--- config.mk ---
export PLATFORM = sky130hd
export DESIGN_NAME = uart_rx_frame_flat
export DESIGN_NICKNAME = d
export VERILOG_FILES = /design/src/rtl/uart_rx_frame_if.sv /design/src/rtl/uart_rx_frame.sv /design/src/flat_wrapper.sv
export SDC_FILE = /design/constraint.sdc
export NUM_CORES = 1
export LEC_CHECK = 0
export BUFFER_PORTS_ARGS = -buffer_cell sky130_fd_sc_hd__buf_2
export CAP_MARGIN = 40
export CELL_PAD_IN_SITES_DETAIL_PLACEMENT = 0
export CELL_PAD_IN_SITES_GLOBAL_PLACEMENT = 2
export CORE_ASPECT_RATIO = 2
export CORE_MARGIN = 10
export CORE_UTILIZATION = 30
export DETAILED_ROUTE_END_ITERATION = 12
export PLACE_DENSITY = 0.65
export SYNTH_ARGS = -nofsm -noshare
export SYNTH_HDL_FRONTEND = slang
export SYNTH_SLANG_ARGS = --single-unit
--- constraint.sdc ---
create_clock -name ifclk -period 7.1 [get_ports ifclk]
set_input_delay 0.71 -clock ifclk [delete_from_list [all_inputs] [get_ports ifclk]]
set_output_delay 0.71 -clock ifclk [all_outputs]
set_load 0.02 [all_outputs]
--- src/rtl/uart_rx_frame_if.sv ---
// -----------------------------------------------------------------------------
// uart_rx_frame_if
// Character output bundle of the UART receive front end.
//   re       : one-cycle strobe, a character is valid on rx_data/rx_error
//   rx_data  : received character, held until the next re
//   rx_error : framing / flagged-parity error for the character, valid with re
//   rx_busy  : a frame is in progress
// master modport: the receiver that drives the bundle.
// slave modport : the consumer (RX ring buffer) that observes it.
// -----------------------------------------------------------------------------
interface uart_rx_frame_if;
    logic       re;
    logic [7:0] rx_data;
    logic       rx_error;
    logic       rx_busy;

    modport master (
        output re,
        output rx_data,
        output rx_error,
        output rx_busy
    );

    modport slave (
        input re,
        input rx_data,
        input rx_error,
        input rx_busy
    );
endinterface

--- src/rtl/uart_rx_frame.sv ---
// -----------------------------------------------------------------------------
// uart_rx_frame
// Serial receive front end: synchronises the asynchronous rx line, frames
// 8-bit characters (LSB first) with optional parity and one stop bit, and
// emits one-cycle re strobes carrying rx_data/rx_error.
// Ports:
//   ifclk             : system clock, rising edge
//   resetb            : asynchronous active-low reset
//   clk_div           : ifclk cycles per bit (values below 4 act as 4)
//   parity_mode       : 0/3 none, 1 odd, 2 even
//   parity_error_mode : 0/3 ignore, 1 drop byte, 2 flag byte
//   rx                : asynchronous serial line, idle high
//   rxo               : character output bundle (re, rx_data, rx_error, rx_busy)
// -----------------------------------------------------------------------------
module uart_rx_frame #(
    parameter int CLK_DIV_WIDTH = 16
) (
    input  logic                     ifclk,
    input  logic                     resetb,
    input  logic [CLK_DIV_WIDTH-1:0] clk_div,
    input  logic [1:0]               parity_mode,
    input  logic [1:0]               parity_error_mode,
    input  logic                     rx,
    uart_rx_frame_if.master          rxo
);

    typedef enum logic [2:0] {
        ST_IDLE   = 3'd0,
        ST_START  = 3'd1,
        ST_DATA   = 3'd2,
        ST_PARITY = 3'd3,
        ST_STOP   = 3'd4
    } state_t;

    // Parity error for a character: odd mode wants XOR(data,p)==1,
    // even mode wants XOR(data,p)==0; other modes never report an error.
    function automatic logic parity_err_f(input logic [7:0] data,
                                          input logic       p,
                                          input logic [1:0] mode);
        logic x;
        x = (^data) ^ p;
        case (mode)
            2'd1:    parity_err_f = (x == 1'b0);
            2'd2:    parity_err_f = (x == 1'b1);
            default: parity_err_f = 1'b0;
        endcase
    endfunction

    state_t                   state_q, state_d;
    logic                     sync1_q;
    logic                     rx_s_q;
    logic                     rx_s_d_q;
    logic [CLK_DIV_WIDTH-1:0] tick_q, tick_d;
    logic [CLK_DIV_WIDTH-1:0] div_q, div_d;
    logic [1:0]               pm_q, pm_d;
    logic [1:0]               pem_q, pem_d;
    logic [2:0]               bit_q, bit_d;
    logic [7:0]               shift_q, shift_d;
    logic                     perr_q, perr_d;
    logic                     re_q, re_d;
    logic [7:0]               data_q, data_d;
    logic                     err_q, err_d;
    logic                     busy_q, busy_d;

    logic                     start_det;
    logic                     tick_zero;
    logic                     par_en;
    logic                     framing_err;
    logic                     char_err;
    logic                     char_drop;
    logic [CLK_DIV_WIDTH-1:0] div_clamped;

    // Edge detect on the synchronised line; only meaningful in IDLE.
    assign start_det   = (state_q == ST_IDLE) && rx_s_d_q && !rx_s_q;
    assign tick_zero   = (tick_q == {CLK_DIV_WIDTH{1'b0}});
    assign par_en      = (pm_q == 2'd1) || (pm_q == 2'd2);
    assign div_clamped = (clk_div < CLK_DIV_WIDTH'(4)) ? CLK_DIV_WIDTH'(4) : clk_div;
    // Stop-bit result; only consumed on the stop sample.
    assign framing_err = !rx_s_q;
    assign char_err    = framing_err || (perr_q && (pem_q == 2'd2));
    assign char_drop   = perr_q && (pem_q == 2'd1) && !framing_err;

    // Two-flop synchroniser plus one delayed copy for falling-edge detect.
    always_ff @(posedge ifclk or negedge resetb) begin
        if (!resetb) begin
            sync1_q  <= 1'b1;
            rx_s_q   <= 1'b1;
            rx_s_d_q <= 1'b1;
        end else begin
            sync1_q  <= rx;
            rx_s_q   <= sync1_q;
            rx_s_d_q <= rx_s_q;
        end
    end

    // Frame state, counters, latched configuration and registered outputs.
    always_ff @(posedge ifclk or negedge resetb) begin
        if (!resetb) begin
            state_q <= ST_IDLE;
            tick_q  <= {CLK_DIV_WIDTH{1'b0}};
            div_q   <= CLK_DIV_WIDTH'(4);
            pm_q    <= 2'd0;
            pem_q   <= 2'd0;
            bit_q   <= 3'd0;
            shift_q <= 8'h00;
            perr_q  <= 1'b0;
            re_q    <= 1'b0;
            data_q  <= 8'h00;
            err_q   <= 1'b0;
            busy_q  <= 1'b0;
        end else begin
            state_q <= state_d;
            tick_q  <= tick_d;
            div_q   <= div_d;
            pm_q    <= pm_d;
            pem_q   <= pem_d;
            bit_q   <= bit_d;
            shift_q <= shift_d;
            perr_q  <= perr_d;
            re_q    <= re_d;
            data_q  <= data_d;
            err_q   <= err_d;
            busy_q  <= busy_d;
        end
    end

    // Next-state and datapath: every sample happens when the tick counter
    // reaches zero in a non-idle state.
    always_comb begin
        state_d = state_q;
        tick_d  = tick_q;
        div_d   = div_q;
        pm_d    = pm_q;
        pem_d   = pem_q;
        bit_d   = bit_q;
        shift_d = shift_q;
        perr_d  = perr_q;
        re_d    = 1'b0;
        data_d  = data_q;
        err_d   = err_q;

        if (state_q != ST_IDLE) begin
            if (tick_zero) begin
                tick_d = div_q - CLK_DIV_WIDTH'(1);
            end else begin
                tick_d = tick_q - CLK_DIV_WIDTH'(1);
            end
        end else begin
            tick_d = tick_q;
        end

        case (state_q)
            ST_IDLE: begin
                if (start_det) begin
                    // First sample lands mid start bit: floor(div/2) cycles on.
                    div_d   = div_clamped;
                    pm_d    = parity_mode;
                    pem_d   = parity_error_mode;
                    tick_d  = (div_clamped >> 1) - CLK_DIV_WIDTH'(1);
                    bit_d   = 3'd0;
                    perr_d  = 1'b0;
                    state_d = ST_START;
                end else begin
                    state_d = ST_IDLE;
                end
            end
            ST_START: begin
                if (tick_zero) begin
                    if (rx_s_q) begin
                        state_d = ST_IDLE;
                    end else begin
                        bit_d   = 3'd0;
                        state_d = ST_DATA;
                    end
                end else begin
                    state_d = ST_START;
                end
            end
            ST_DATA: begin
                if (tick_zero) begin
                    shift_d[bit_q] = rx_s_q;
                    if (bit_q == 3'd7) begin
                        state_d = par_en ? ST_PARITY : ST_STOP;
                    end else begin
                        bit_d = bit_q + 3'd1;
                    end
                end else begin
                    state_d = ST_DATA;
                end
            end
            ST_PARITY: begin
                if (tick_zero) begin
                    perr_d  = parity_err_f(shift_q, rx_s_q, pm_q);
                    state_d = ST_STOP;
                end else begin
                    state_d = ST_PARITY;
                end
            end
            ST_STOP: begin
                if (tick_zero) begin
                    state_d = ST_IDLE;
                    if (!char_drop) begin
                        re_d   = 1'b1;
                        data_d = shift_q;
                        err_d  = char_err;
                    end else begin
                        re_d = 1'b0;
                    end
                end else begin
                    state_d = ST_STOP;
                end
            end
            default: begin
                state_d = ST_IDLE;
            end
        endcase

        // Busy follows the next state so it drops together with the re strobe.
        busy_d = (state_d != ST_IDLE);
    end

    assign rxo.re       = re_q;
    assign rxo.rx_data  = data_q;
    assign rxo.rx_error = err_q;
    assign rxo.rx_busy  = busy_q;

endmodule
--- src/flat_wrapper.sv ---
// flat-port wrapper written by rule: the top's interface ports become plain ports
module uart_rx_frame_flat 
#(
    parameter int CLK_DIV_WIDTH = 16
)
  (ifclk, resetb, clk_div, parity_mode, parity_error_mode, rx, rxo_re, rxo_rx_data, rxo_rx_error, rxo_rx_busy);
  uart_rx_frame_if rxo_i ();
  input  logic ifclk;
  input  logic resetb;
  input  logic [CLK_DIV_WIDTH-1:0] clk_div;
  input  logic [1:0] parity_mode;
  input  logic [1:0] parity_error_mode;
  input  logic rx;
  output wire logic [$bits(rxo_i.re)-1:0] rxo_re;
  output wire logic [$bits(rxo_i.rx_data)-1:0] rxo_rx_data;
  output wire logic [$bits(rxo_i.rx_error)-1:0] rxo_rx_error;
  output wire logic [$bits(rxo_i.rx_busy)-1:0] rxo_rx_busy;
  assign rxo_re = rxo_i.re;
  assign rxo_rx_data = rxo_i.rx_data;
  assign rxo_rx_error = rxo_i.rx_error;
  assign rxo_rx_busy = rxo_i.rx_busy;
  uart_rx_frame #(.CLK_DIV_WIDTH(CLK_DIV_WIDTH)) u_core (.ifclk(ifclk), .resetb(resetb), .clk_div(clk_div), .parity_mode(parity_mode), .parity_error_mode(parity_error_mode), .rx(rx), .rxo(rxo_i));
endmodule
; ---- Word level (Yosys, flattened, before mapping)
; Index checks and enable logic that the tools add are counted.
[word_totals]
ff_bits = 65
elab_cells = 91
in_bits = 23
output_inout_bits = 11
[classes]
bitwise_logic = 3
addsub = 4
reduce_logical = 21
n_mux = 30
n_lt_le_gt_ge = 3
n_eq_ne = 15
[ops]
columns = op, count
row1 = 16-bit two-way mux, 5
row2 = 16-bit by 1-bit subtractor with 16-bit output (second input constant), 2
row3 = 3-bit two-way mux, 10
row4 = 16-bit zero test, 1
row5 = 16-bit by 3-bit < comparator with 1-bit output (second input constant), 1
row6 = 15-bit by 1-bit subtractor with 16-bit output (second input constant), 1
row7 = 3-bit case mux with 5 select lines, 1
row8 = 3-bit case mux with 3 select lines, 1
row9 = 3-bit nonzero test, 3
row10 = 8-bit bitwise mux, 1
row11 = 2-bit by 1-bit != test with 1-bit output (second input constant), 4
row12 = 8-bit XOR reduction, 1
row13 = 1-bit two-way mux, 7
row14 = 3-bit by 2-bit equality test with 1-bit output (second input constant), 2
row15 = 3-bit equality test (second input constant), 2
row16 = 1-bit logical AND, 6
row17 = 3-bit AND reduction, 2
row18 = 6-bit AND reduction, 1
row19 = 2-bit by 1-bit equality test with 1-bit output (second input constant), 2
row20 = 2-bit equality test (second input constant), 2
row21 = 3-bit by 4-bit < comparator with 1-bit output (second input constant), 1
row22 = 2-bit two-way mux, 2
row23 = 2-bit != test (second input constant), 2
row24 = 1-bit case mux with 2 select lines, 2
row25 = other kinds (11), 14

; ---- Depth between registers and ports, before layout
[logic_depth]
ltp_word = 7
mapped_depth = 13
ltp_nobuf = 11

; ---- Worst setup path after synthesis
; OpenSTA, ideal clock, no wires.
[synth_timing]
kind = flip-flop to flip-flop
from = reg u_core.tick_q[2]
to = reg u_core.tick_q[14]
synth_period_minus_slack_ns = 2.892
slack_ns = 4.208
setup_ns = 0.069
stages_incl_launch_ff = 14
arrival_ns = 2.823
cell_sequence = dfrtp_1 or4_4 nor3_2 and2_1 buf_2 buf_2 a21oi_1 ha_1 nand3b_1 a31oi_1 nand3_1 nor3_1 or3_1 nand3_1
[synth_via]
elab_chain_len = 5
word_cells_on_any_way = 6
cone_classes = add/sub: 1 / mux: 4 / reduce/logical: 1
[synth_lines]
columns = item, line
row1 = from (decl), uart_rx_frame.sv:53  ; logic [CLK_DIV_WIDTH-1:0] tick_q, tick_d;
row2 = from (signal assigned), uart_rx_frame.sv:100  ; tick_q <= {CLK_DIV_WIDTH{1'b0}};
row3 = from (signal assigned), uart_rx_frame.sv:113  ; tick_q <= tick_d;
row4 = 16-bit by 1-bit subtractor with 16-bit output / 16-bit zero test (equally long branches), "uart_rx_frame.sv:146, uart_rx_frame.sv:75"
row5 = 16-bit two-way mux (*), uart_rx_frame.sv:143  ; if (tick_zero) begin
row6 = 16-bit two-way mux (*), uart_rx_frame.sv:142  ; if (state_q != ST_IDLE) begin
row7 = 16-bit two-way mux, uart_rx_frame.sv:154  ; if (start_det) begin
row8 = 16-bit two-way mux (*), uart_rx_frame.sv:152  ; case (state_q)
row9 = net u_core.tick_d[14], uart_rx_frame.sv:53
; Mark *: on every way through the listed nets, which the timed path passes. The rest lies on a longest branch.
; A chain may end at the register's enable or synchronous reset.

; ---- Final worst setup path
[layout_timing]
from = reg u_core.tick_q[12]
to = reg u_core.tick_q[14]
; The elaborated chain is that of the path after synthesis.

==> metrics <==
status finished, final reports clean; htree depth 3; setup TNS 0 ns; clk sinks 65; simple logic cell fraction of the synthesized area 19.90%; GR Util All Layers 12.59%; first-pass GRT wire length 17.13 mm; CTS buffer count 9; CP startpoint kind flop; final net count 434; CP max stage delay 0.67 ns; largest net degree at the start of global routing 51; Mapped Nets 398; CTS tree yes; Die Span Y 175.4 um; Die Footprint 17,140 um^2; cells after synthesis 368; post-layout min period 3.627 ns; Routed WL 10.56 mm; WHS 0.3248 ns; Compound-Gate Fraction of Synth Area 11.88%; CP max stage cell or4_1; Commonest cells post-synth dfrtp_1, mux2_2, nor2_1; critical register-to-register path endpoint u_core.tick_q[14]; vias in the first global route 3,232; initial DRC count 177; XOR/XNOR share of the synthesized area 6.528%; # IOs 34; period utilization 51.09%; FF-to-FF path depth 11; worst slack, placed 3.503 ns; Pleak 1.820 nW; CP Max Fanout 17; Die W 97.70 um; initial antenna violation count 0; final worst setup slack 3.473 ns; wire length per cell 19.06 um; Via density 5.384; count of cell types in the netlist 47; Worst-path clk slew 0.06 ns; cts hold-fix bufs 0; Max-Slew Margin vs Limit 51.85%; CP dominant cell by count nand3_1; arrival time worst endpoint 3.90 ns; largest cells by area after synthesis dfrtp_1, mux2_2, xnor2_1; maximum capacitance violations 0; # setup viols final 0; layout cell share with drive strength beyond 1 24.45%; CP Capture Type flop; area leader, netlist dfrtp_1; core area 11,770 um^2; Setup Skew 0.006767 ns; unrepaired setup endpoints after global routing no; DRC violations left 0; Ys Warns 0; Area Growth Syn to Fin 19.00%; Max Fclk 0.2757 GHz; I/O Buffers 33; Synth Area in Adders 2.418%; Worst Setup EP u_core.tick_q[14]; Critical path origin u_core.tick_q[12]; critical path data required time 7.37 ns; hpwl dp 8.093 mm; Ant. Diodes 0; EDFF count, synth 0; CP Class reg2reg; Async SR Flop Fraction 100.0%; reg2reg start u_core.tick_q[12]; #FFs+latches synth 65; Skew-Pair Late Insertion Delay 0.34 ns; clock root cell clkbuf_16; Slew @ Worst Pin 0.7156 ns; Yosys top cell area share 42.14%; pwr dens 317.3 nW/um^2; largest family of logic cells by synthesized area simple AND/OR/NAND/NOR gates; IR drop worst, VDD 0.1229 mV; most frequent cell after synthesis dfrtp_1; R2R setup slack 3.47 ns; Post-CTS Resized 0; Primary FF master, synth dfrtp_1; Starting Density 30.77%; DP Area 3983 um^2; final hold vios 0; Final Instance Area 4310 um^2; routability cong. 0.7858; mux share of post-synthesis cell area 11.95%; crit-path cells or4_1 -> nor3_2 -> and2_1 -> a21oi_1 -> ha_1 -> nand3b_1 -> a31oi_1 -> nand3_1 -> nor3_1 -> or3_1 -> nand3_1; Core Rows 56; final core occ 36.62%; postcts setup bufs 0; syn_area_per_cell 9.843 um^2; Synth Cell Area 3622 um^2; HP Class in2async; grt ovf 0; post-route antenna net violation count 0; Via Count 2,983; TritonRoute pass-1 iters 4; sequential share of the synthesized area 45.04%; max-slew violations 0; CTS max path bufs 2
-- per-layer routing --
metal	global-route usage, %	routed length (um)	up-vias
met3	2.948	429	18
met4	7.247	385	0
met5	0	0	-
li1	-	-	1414
met1	11.80	3714	1477
met2	23.92	6030	74
-- report_power, final --
part | switching, W | internal [W] | total [W]
Sequential | 0.000105 | 0.000467 | 0.000572
Clock | 0.000179 | 0.000311 | 0.000490
Combinational | 0.000165 | 0.000141 | 0.000306
-- cell type report --
cell class / instances / area, um^2
clock buffers: 9 / 225.2
clock inverters: 7 / 102.6
fillers: 1220 / 7461
inverters: 7 / 26.28
multi-input cells: 282 / 1913
flip-flops and latches: 65 / 1632
well taps: 145 / 181.4
repair buffers: 39 / 230.2
-- worst min-delay path by stage --
stage | to | slack [ns] | start | depth (start not counted)
6_report | u_core.pem_q[1] | 0.32 | resetb | 2
5_1_grt | u_core.pem_q[0] | 0.33 | resetb | 2
4_1_cts | u_core.tick_q[15] | 0.31 | resetb | 2
3_5_place_dp | u_core.rx_s_q | 0.35 | u_core.sync1_q | 0
3_3_place_gp | u_core.rx_s_q | 0.35 | u_core.sync1_q | 0
2_1_floorplan | u_core.rx_s_q | 0.35 | u_core.sync1_q | 0
-- stage by stage --
stage               cells  total power (W)
detailed placement    538        0.0008854
global placement      536        0.0008802
CTS                   554         0.001387
floorplan             368        0.0007640
global route          554         0.001454
finish                554         0.001368
-- state kept, by name, summed over array words and instances, names as in the netlist --
signal / count
u_core.pm_q: 2
u_core.rxo.re: 1
u_core.sync1_q: 1
u_core.rx_s_q: 1
u_core.perr_q: 1
u_core.state_q: 3
u_core.rxo.rx_data: 8
u_core.pem_q: 2
u_core.div_q: 16
u_core.rxo.rx_error: 1
u_core.rxo.rx_busy: 1
u_core.bit_q: 3
u_core.shift_q: 8
u_core.tick_q: 16
u_core.rx_s_d_q: 1
-- cell families (layout without fill, tap and decap cells) --
group | count (synthesis) | after routing
AO/OA/AOI/OAI | 69 | 69
adder cells (fa/ha/maj) | 7 | 7
buffers and inverters | 21 | 62
XOR/XNOR | 27 | 27
multiplexers | 39 | 39
flip-flops | 65 | 65
AND/OR/NAND/NOR | 140 | 140
-- worst max-delay path: cells and delay by family, from the launching register on --
| kind | cells | cell delay [ns] |
|---|---|---|
| AND/OR/NAND/NOR | 8 | 2.58 |
| flip-flops | 1 | 0.43 |
| AO/OA/AOI/OAI | 2 | 0.28 |
| adder cells (fa/ha/maj) | 1 | 0.27 |
-- placed cells by master (no fill, tap or decap), types with 9 or more instances in the layout --
| master | synthesis | final |
|---|---|---|
| clkbuf_16 | 0 | 9 |
| nor2_1 | 34 | 34 |
| nor3_1 | 15 | 14 |
| a21oi_1 | 17 | 17 |
| buf_2 | 3 | 33 |
| nand2_1 | 26 | 26 |
| xor2_1 | 10 | 10 |
| o21ai_0 | 18 | 18 |
| dfrtp_1 | 61 | 61 |
| xnor2_1 | 17 | 17 |
| nand3_1 | 19 | 19 |
| mux2_2 | 34 | 34 |
No activity file was read; power rests on OpenSTA's default activity.
